==> config.mk <==
export PLATFORM = sky130hd
export DESIGN_NAME = muldiv_unit
export DESIGN_NICKNAME = d
export VERILOG_FILES = /design/src/rtl/muldiv_pkg.sv /design/src/rtl/muldiv_unit.sv
export SDC_FILE = /design/constraint.sdc
export NUM_CORES = 1
export LEC_CHECK = 0
export CAP_MARGIN = 20
export CORE_UTILIZATION = 63
export DETAILED_ROUTE_END_ITERATION = 8
export MAX_ROUTING_LAYER = met4
export PLACE_DENSITY = 0.85
export SETUP_SLACK_MARGIN = 0.1
export SLEW_MARGIN = 25
export SYNTH_ARGS = -nofsm -noshare
export SYNTH_HDL_FRONTEND = slang
export SYNTH_SLANG_ARGS = --single-unit
==> constraint.sdc <==
create_clock -name clk -period 12.79 [get_ports clk]
set_input_delay 3.1975 -clock clk [delete_from_list [all_inputs] [get_ports clk]]
set_output_delay 3.1975 -clock clk [all_outputs]
set_load 0.02 [all_outputs]
==> src/rtl/muldiv_pkg.sv <==
// ============================================================================
// muldiv_pkg
// Op-code and state encodings shared by the multiply/divide unit.
// Revision: 1.0
// ============================================================================
`default_nettype none

package muldiv_pkg;

  localparam logic [1:0] OP_MULT  = 2'b00;
  localparam logic [1:0] OP_MULTU = 2'b01;
  localparam logic [1:0] OP_DIV   = 2'b10;
  localparam logic [1:0] OP_DIVU  = 2'b11;

  localparam logic [1:0] ST_IDLE  = 2'b00;
  localparam logic [1:0] ST_RUN   = 2'b01;
  localparam logic [1:0] ST_DONE  = 2'b10;

endpackage

`default_nettype wire

==> src/rtl/muldiv_unit.sv <==
// ============================================================================
// muldiv_unit
// Radix-2 iterative MULT/MULTU/DIV/DIVU into architectural HI/LO registers.
// Revision: 1.0
// ============================================================================
`default_nettype none

module muldiv_unit
  import muldiv_pkg::*;
#(
  parameter int WIDTH = 32
) (
  input  logic             clk,
  input  logic             rst,
  input  logic [WIDTH-1:0] EntradaA,
  input  logic [WIDTH-1:0] EntradaB,
  input  logic [1:0]       OP,
  input  logic             Start,
  input  logic             WriteHI,
  input  logic             WriteLO,
  output logic             Busy,
  output logic             Done,
  output logic [WIDTH-1:0] HI,
  output logic [WIDTH-1:0] LO
);

  localparam int c_CNT_W = $clog2(WIDTH) + 1;

  logic [1:0]         r_state;
  logic [1:0]         w_state_next;
  logic [c_CNT_W-1:0] r_cnt;
  logic [2*WIDTH-1:0] r_acc;
  logic [WIDTH-1:0]   r_mcand;
  logic [WIDTH-1:0]   r_a_raw;
  logic               r_is_div;
  logic               r_neg_q;
  logic               r_neg_r;
  logic [WIDTH-1:0]   r_hi;
  logic [WIDTH-1:0]   r_lo;

  logic               w_start;
  logic               w_last;
  logic               w_a_neg;
  logic               w_b_neg;
  logic [WIDTH-1:0]   w_a_mag;
  logic [WIDTH-1:0]   w_b_mag;

  // Signed ops have OP[0] == 0; magnitudes feed an unsigned datapath.
  assign w_a_neg = ~OP[0] & EntradaA[WIDTH-1];
  assign w_b_neg = ~OP[0] & EntradaB[WIDTH-1];
  assign w_a_mag = w_a_neg ? (~EntradaA + 1'b1) : EntradaA;
  assign w_b_mag = w_b_neg ? (~EntradaB + 1'b1) : EntradaB;

  assign w_start = (r_state == ST_IDLE) && Start;
  assign w_last  = (r_cnt == c_CNT_W'(WIDTH - 1));

  // Multiply step: multiplier sits in the low half and shifts out LSB-first.
  logic [WIDTH:0]     w_msum;
  logic [2*WIDTH-1:0] w_mul_next;

  assign w_msum     = {1'b0, r_acc[2*WIDTH-1:WIDTH]} + {1'b0, r_mcand};
  assign w_mul_next = r_acc[0] ? {w_msum, r_acc[WIDTH-1:1]}
                               : {1'b0, r_acc[2*WIDTH-1:1]};

  // Divide step: remainder in the high half, dividend bits shift in from the
  // low half while quotient bits shift in at the bottom.
  logic [WIDTH:0]     w_part;
  logic               w_fits;
  logic [WIDTH-1:0]   w_diff;
  logic [WIDTH-1:0]   w_rem_next;
  logic [2*WIDTH-1:0] w_div_next;

  assign w_part     = {r_acc[2*WIDTH-1:WIDTH], r_acc[WIDTH-1]};
  assign w_fits     = (w_part >= {1'b0, r_mcand});
  // When the divisor fits, the true difference is below 2^WIDTH, so a
  // WIDTH-bit subtract is exact.
  assign w_diff     = w_part[WIDTH-1:0] - r_mcand;
  assign w_rem_next = w_fits ? w_diff : w_part[WIDTH-1:0];
  assign w_div_next = {w_rem_next, r_acc[WIDTH-2:0], w_fits};

  logic [2*WIDTH-1:0] w_acc_next;
  assign w_acc_next = r_is_div ? w_div_next : w_mul_next;

  // Sign correction of the final step's result.
  logic [2*WIDTH-1:0] w_prod;
  logic [WIDTH-1:0]   w_quo;
  logic [WIDTH-1:0]   w_rem;
  logic [WIDTH-1:0]   w_res_hi;
  logic [WIDTH-1:0]   w_res_lo;

  assign w_prod = r_neg_q ? (~w_acc_next + 1'b1) : w_acc_next;
  assign w_quo  = r_neg_q ? (~w_acc_next[WIDTH-1:0] + 1'b1)
                          : w_acc_next[WIDTH-1:0];
  assign w_rem  = r_neg_r ? (~w_acc_next[2*WIDTH-1:WIDTH] + 1'b1)
                          : w_acc_next[2*WIDTH-1:WIDTH];

  always_comb begin
    w_res_hi = w_prod[2*WIDTH-1:WIDTH];
    w_res_lo = w_prod[WIDTH-1:0];
    if (r_is_div) begin
      if (r_mcand == '0) begin
        w_res_hi = r_a_raw;
        w_res_lo = '1;
      end else begin
        w_res_hi = w_rem;
        w_res_lo = w_quo;
      end
    end
  end

  // FSM: state register
  always_ff @(posedge clk) begin
    if (rst) r_state <= ST_IDLE;
    else     r_state <= w_state_next;
  end

  // FSM: next state
  always_comb begin
    w_state_next = r_state;
    case (r_state)
      ST_IDLE: if (Start) w_state_next = ST_RUN;
      ST_RUN:  if (w_last) w_state_next = ST_DONE;
      ST_DONE: w_state_next = ST_IDLE;
      default: w_state_next = ST_IDLE;
    endcase
  end

  // FSM: outputs
  always_comb begin
    Busy = 1'b0;
    Done = 1'b0;
    case (r_state)
      ST_RUN:  Busy = 1'b1;
      ST_DONE: Done = 1'b1;
      default: ;
    endcase
  end

  // Datapath registers
  always_ff @(posedge clk) begin
    if (rst) begin
      r_cnt    <= '0;
      r_acc    <= '0;
      r_mcand  <= '0;
      r_a_raw  <= '0;
      r_is_div <= 1'b0;
      r_neg_q  <= 1'b0;
      r_neg_r  <= 1'b0;
    end else if (w_start) begin
      r_cnt    <= '0;
      r_acc    <= {{WIDTH{1'b0}}, (OP[1] ? w_a_mag : w_b_mag)};
      r_mcand  <= OP[1] ? w_b_mag : w_a_mag;
      r_a_raw  <= EntradaA;
      r_is_div <= OP[1];
      r_neg_q  <= w_a_neg ^ w_b_neg;
      r_neg_r  <= w_a_neg;
    end else if (r_state == ST_RUN) begin
      r_cnt <= r_cnt + 1'b1;
      r_acc <= w_acc_next;
    end
  end

  // Architectural HI/LO: moves only in IDLE or on the final step.
  always_ff @(posedge clk) begin
    if (rst) begin
      r_hi <= '0;
      r_lo <= '0;
    end else if (r_state == ST_IDLE) begin
      if (WriteHI) r_hi <= EntradaA;
      if (WriteLO) r_lo <= EntradaA;
    end else if (r_state == ST_RUN && w_last) begin
      r_hi <= w_res_hi;
      r_lo <= w_res_lo;
    end
  end

  assign HI = r_hi;
  assign LO = r_lo;

endmodule

`default_nettype wire

==> results of run 1 <==
==> cell usage in the layout, fill, tap and decap left out, drive strengths merged, types with 33 or more instances in the layout <==
master / instances
xnor2: 89
o221ai: 34
nor3: 61
mux2i: 59
o211ai: 92
buf: 39
a21o: 33
nand3: 44
inv: 70
clkdlybuf4s50: 134
ha: 69
a211oi: 39
a21oi: 304
o21ai: 159
dfxtp: 203
nor2: 221
nand2: 430
xor2: 91
==> through the flow <==
stage / hold slack [ps] / util, % / std cells / power, mW / setup slack (ps)
5_1_grt: 466.9 / 72.17 / 2976 / 2.388 / 6141
4_1_cts: 453.9 / 72.10 / 2969 / 2.267 / 6667
2_1_floorplan: 433.2 / - / 2549 / 1.314 / 7243
6_report: 453.1 / 72.20 / 2979 / 2.319 / 6277
3_3_place_gp: 439.8 / 69.31 / 2926 / 1.578 / 6306
3_5_place_dp: 445.1 / 69.32 / 2926 / 1.592 / 6207
==> cell families (layout without fill, tap and decap cells) <==
logic type,count (synthesis),count (layout)
buffers and inverters,242,284
flip-flops,203,203
other,0,10
AND/OR/NAND/NOR,956,956
XOR/XNOR,180,180
adder cells (fa/ha/maj),71,71
AO/OA/AOI/OAI,833,833
multiplexers,64,64
==> per-layer routing <==
| layer | up-vias | track usage [%] |
|---|---|---|
| met5 | - | - |
| met4 | 0 | 37.05 |
| met3 | 404 | 13.67 |
| met2 | 1585 | 75.71 |
| met1 | 9645 | 59.21 |
| li1 | 9276 | - |
==> sequential cells by signal (all words and copies together), names as in the netlist <==
register / count
r_mcand: 32
HI: 32
r_neg_q: 1
r_cnt: 6
r_is_div: 1
r_acc: 64
r_a_raw: 32
LO: 32
r_neg_r: 1
r_state: 2
==> cell usage after synthesis, drive strengths merged, types with 5 or more instances <==
cell type  instances  area share, %
clkbuf           131            2.8
a221oi             9           0.48
mux2i             59            3.3
a211oi            39            1.7
a221o              5           0.28
nand2b            23           0.80
nand4             27            1.1
o311a              5           0.34
a31o               8           0.44
and3              27           0.97
dfxtp            203             23
a311oi             8           0.49
o221ai            34            1.7
buf               43            1.2
nor4              31            1.3
o31ai             17           0.79
ha                69            4.8
o41ai              6           0.29
xor2              91            4.5
o21a              11           0.47
a31oi             27           0.98
a21boi             8           0.36
nor2b             16           0.56
o211ai            92            3.9
and4               6           0.29
and2              17           0.59
nor3              61            1.8
a32oi              6           0.34
a21o              33            1.4
nand2            430            9.0
nor2             221            4.6
o21ai            159            4.4
nand3             44            1.3
o22ai             11           0.46
inv               68            1.4
o21bai            10           0.44
xnor2             89            4.4
or3               23           0.80
mux2               5           0.31
a2111oi            6           0.33
or2                6           0.21
a21oi            304            8.6
==> power groups by stage <==
| stage | combinational [mW] | clock [mW] | sequential, mW |
|---|---|---|---|
| after global placement | 0.836 | 0 | 0.742 |
| final | 0.895 | 0.689 | 0.735 |
| after floorplan | 0.573 | 0 | 0.740 |
| after detailed placement | 0.849 | 0 | 0.743 |
| after global routing | 0.947 | 0.705 | 0.737 |
| after CTS | 0.856 | 0.681 | 0.730 |
==> worst max-delay path by stage <==
| stage | startpoint | endpoint | slack, ps |
|---|---|---|---|
| finish | r_mcand[18]$_SDFFE_PP0P_ | HI[30]$_SDFFE_PP0P_ | 6280 |
| global route | r_mcand[18]$_SDFFE_PP0P_ | HI[30]$_SDFFE_PP0P_ | 6140 |
| CTS | r_mcand[18]$_SDFFE_PP0P_ | HI[30]$_SDFFE_PP0P_ | 6670 |
| detailed placement | EntradaA[1] | r_acc[28]$_SDFFE_PP0P_ | 6210 |
| global placement | EntradaA[1] | r_mcand[28]$_SDFFE_PP0P_ | 6310 |
| floorplan | EntradaB[10] | r_mcand[29]$_SDFFE_PP0P_ | 7240 |
==> worst max-delay path: cells and delay by family, from the launching register on <==
family	cells	cell delay, ps
AND/OR/NAND/NOR	10	2980
AO/OA/AOI/OAI	7	1750
adder cells (fa/ha/maj)	2	730
flip-flops	1	510
buffers and inverters	1	200
XOR/XNOR	1	150
==> cell type report <==
type,instances,area (um^2)
clock buffer,31,676.9
clock inverter,12,97.59
sequential,203,4068
inverter,68,255.2
antenna,10,25.02
timing repair buffer,173,1635
fill,2284,7745
tap,378,473.0
multi-input combinational,2104,12880
==> results.ini, run 1 <==
[worst_setup_path]
end_kind=flip-flop
max_stage_delay_ps=570
r2r_slack_ps=6280
r2r_end=HI[30]$_SDFFE_PP0P_
required_ps=13170
path_class=reg -> reg
reg2reg_depth=21
cp-start-kind=flip-flop
slowest_stage=nor3_1
path_cells=inv_1 -> ha_1 -> a21oi_1 -> o21ai_1 -> a21o_1 -> nand2_1 -> and4_1 -> nand2_1 -> o21ai_0 -> ha_1 -> o21ai_0 -> or3_1 -> nor3_1 -> and3_1 -> and3_1 -> nand3b_1 -> nand4b_1 -> o41ai_1 -> xnor2_1 -> a221oi_1 -> nor3_1
crit_fanout=8
cp.arrival_ps=6900
rr_startpoint=r_mcand[18]$_SDFFE_PP0P_

[logic_synthesis]
yosys_warnings=0
yosys.area_share.simple_pct=24.58
syn_nets=2691
synth.area.mux_share_pct=3.614
synth_area_per_cell_um2=7.022
synth_ff_type=dfxtp_1
synth_compound_area_share_pct=29.87
synthCells=2549
async_reset_ff_share_pct=0
synth_edf_count=0
synth_cell_types=101
synth_seq_cells=203
synthAdderAreaFrac_pct=5.047
synth_top_family_by_area=compound AO/OA/AOI/OAI gates
synthesis.area_mm2=0.01790
ys_seq_area_share_pct=22.71
synth_xor_area_share_pct=8.808

[min_path]
min_path_cells=2
hp-start=LO[15]$_SDFFE_PP0P_
hold_end=LO[15]$_SDFFE_PP0P_
min_path_type=reg -> reg

[sta]
finalSetupViolations=0
hold_violations=0
fmax_mhz=153.5
post-route-min-period_ps=6513
setup_tns_ps=0
tightest_slew_ps=1057
grt_setup_unrepaired=no
slew-limit-headroom_pct=29.17
finalCritPeriodShare_pct=50.93
slew_violations=0
skew_ps=24.03

[placed_design]
dpl_cell_area_mm2=0.01931
portBuffers=136
hpwlAfterDp_mm=54.10
gp_congestion=1.081

[die]
ios=137
core_area_mm2=0.02786
start_util_pct=64.25
fp.dieArea_mm2=0.02909
die_y_um=170.6
die_x_um=170.6
placementRows=61

[global_route]
antenna_found_initial=7
grt_pass1_wl_mm=109.9
grt_max_degree=100
grt.overflow.total=0
grt_pass1_vias=19220
track_usage_pct=50.97

[clock_network]
cts_sinks=203
ctsResizeCount=0
cts_root_buf=clkbuf_16
cts.clk_slew.worst_paths_ps=60
cts_tree=done
cts_hold_buf=0
clk_path_buf_depth=3
clock_latency_ps=560
cts_buffers=24
cts_htree_levels=1
cts_setup_buffers=0

[drt]
wl_mm=73.65
drt-met1-wl_mm=26.14
wl_met2_mm=31.31
wl_per_cell_um=24.72
wl_met3_mm=9.820
maxUsedRoutingLayer=met4
antenna_left=0
vias_per_cell=7.019
drcViolationCount=0
drt_iter0_drc=2981
dr.pass1.iters=7
vias=20910

[pwr]
seq_power_share_pct=31.7
pwr-share-clk_pct=29.7
p_sw_uw=954.2
power.share.combinational_pct=38.6
ir_drop_v=0.0001042
power.density_mw_per_mm2=115.3
internal-power_mw=1.365
swShare_pct=41.15
p_leak_nw=7.454

[finish]
final_nets=2716
area_growth_pct=12.37
stdcell_area_mm2=0.02011
drive_gt1_share_pct=5.365

[flow_run]
cap_violations=0

[status]
status=complete, no violations

(Power assumes the default switching activity.)
==> run 2: changes to the inputs <==
Settings changed: CORE_UTILIZATION 63 to 61, PLACE_DENSITY 0.85 to 0.83.
Clock period 12.79 ns to 6.8 ns, I/O delays scaled along.
==> results.ini, run 2 (synthesized netlist as in run 1, its figures left out) <==
[placed_design]
placed_cells=2935
gp_congestion=1.152
portBuffers=136
place_worst_setup_slack_ps=1329
hpwlAfterDp_mm=54.66
dpl_cell_area_mm2=0.01935

[worst_setup_path]
crit_fanout=6
cp.arrival_ps=6090
max_stage_delay_ps=500
reg2reg_depth=20
crit_end=HI[30]$_SDFFE_PP0P_
cp_num_buf_inv=1
slowest_stage=nor3_1
path_class=reg -> reg
critPathLaunch=r_mcand[12]$_SDFFE_PP0P_
r2r_end=HI[30]$_SDFFE_PP0P_
path_cells=inv_1 -> ha_1 -> a21oi_1 -> o21ai_0 -> a21o_1 -> o21ai_1 -> nand2_1 -> o21ai_0 -> ha_1 -> o21ai_0 -> or3_1 -> nor3_1 -> and3_1 -> and3_1 -> nand3b_1 -> nand4b_1 -> o41ai_1 -> xnor2_1 -> a221oi_1 -> nor3_1
r2r_slack_ps=1100
end_kind=flip-flop
required_ps=7190
rr_startpoint=r_mcand[12]$_SDFFE_PP0P_
path_depth=20
cpMostUsedCell=o21ai_0
critical-path-top-delay-family=simple AND/OR/NAND/NOR gates
cp-start-kind=flip-flop

[flow_run]
cap_violations=0

[pwr]
ir_drop_v=0.0001942
p_leak_nw=7.526
power.density_mw_per_mm2=225.9
finalPower_mw=4.573

[clock_network]
ctsResizeCount=0
cts_root_buf=clkbuf_16
cts_sinks=203
cts_setup_buffers=0
cts_htree_levels=1
cts_hold_buf=0
cts_tree=done
cts.clk_slew.worst_paths_ps=60
cts_buffers=25
clock_latency_ps=560
clk_path_buf_depth=3

[global_route]
track_usage_pct=49.10
grt.overflow.total=0
grt_max_degree=96
antenna_found_initial=1
grt_pass1_wl_mm=111.5
grt_pass1_vias=19250

[sta]
whs_ps=454.1
tightest_slew_ps=1117
slew_violations=0
finalSetupViolations=0
finalCritPeriodShare_pct=83.86
setup_slack_ps=1098
setup_tns_ps=0
grt_setup_unrepaired=no
post-route-min-period_ps=5702
hold_violations=0
slew-limit-headroom_pct=25.03
skew_ps=22.40
fmax_mhz=175.4

[drt]
drt_iter0_drc=2855
drcViolationCount=0
vias_per_cell=6.999
antenna_left=0
dr.pass1.iters=8
wl_mm=74.00
vias=20850
wl_per_cell_um=24.84

[die]
fp.dieArea_mm2=0.03003
die_y_um=173.3
core_area_mm2=0.02878
die_x_um=173.3
placementRows=62
start_util_pct=62.19
ios=137

[finish]
multiInputGateArea_mm2=0.01289
area_growth_pct=13.11
layout_commonest_cell=nand2_1
stdcell_count=2979
final-seq-area_mm2=0.004068
stdcell_area_mm2=0.02025
largest_reg_flops=64
final_nets=2720
top_register=r_acc
final_cell_mix=nand2_1, a21oi_1, nor2_1
fillerInstances=2478
utilization_pct=70.35
drive_gt1_share_pct=5.513

[min_path]
min_path_type=reg -> reg

[status]
status=complete, no violations

==> run 2: cell types whose count changed in the layout (fill, tap and decap cells not counted), sizes merged <==
cell / delta
clkinvlp: -1
bufinv: +4
buf: +3
diode: -9
clkbuf: -1
clkinv: -2
==> run 2: layout make-up <==
| class | count | area share [%] |
|---|---|---|
| clock inverter | 13 | 0.9394 |
| tap | 384 | 2.373 |
| inverter | 68 | 1.261 |
| antenna | 1 | 0.01236 |
| sequential | 203 | 20.09 |
| clock buffer | 30 | 3.436 |
| timing repair buffer | 176 | 8.232 |
| multi-input combinational | 2104 | 63.65 |
==> run 2: tightest hold or removal path, stage by stage, from the launching register on <==
cell,delay (ps)
dfxtp_1,310
nand2_1,50
a21oi_1,50
==> run 2: how the worst min path moves through the flow <==
stage                                        start                  endpoint  slack [ps]  cells after the start
after global routing            HI[5]$_SDFFE_PP0P_        HI[5]$_SDFFE_PP0P_         460                      2
after CTS                 r_a_raw[10]$_SDFFE_PP0P_  r_a_raw[10]$_SDFFE_PP0P_         450                      2
after detailed placement  r_a_raw[10]$_SDFFE_PP0P_  r_a_raw[10]$_SDFFE_PP0P_         440                      2
after global placement         HI[17]$_SDFFE_PP0P_       HI[17]$_SDFFE_PP0P_         430                      1
after floorplan           r_a_raw[10]$_SDFFE_PP0P_  r_a_raw[10]$_SDFFE_PP0P_         430                      2
final                     r_a_raw[10]$_SDFFE_PP0P_  r_a_raw[10]$_SDFFE_PP0P_         450                      2
==> run 2: power breakdown <==
| part | switching (mW) | internal, mW | leakage [nW] |
|---|---|---|---|
| Combinational | 1.14 | 0.593 | 5.42 |
| Sequential | 0.0927 | 1.28 | 1.67 |
| Clock | 0.586 | 0.883 | 0.438 |
| Total | 1.82 | 2.75 | 7.53 |
==> run 2: routing by layer <==
metal	track usage (%)	wire (um)	vias up
met1	57.99	26650	9680
met2	73.34	31720	1526
met4	35.99	6459	0
met5	-	0	-
li1	-	-	9253
met3	10.86	9173	390
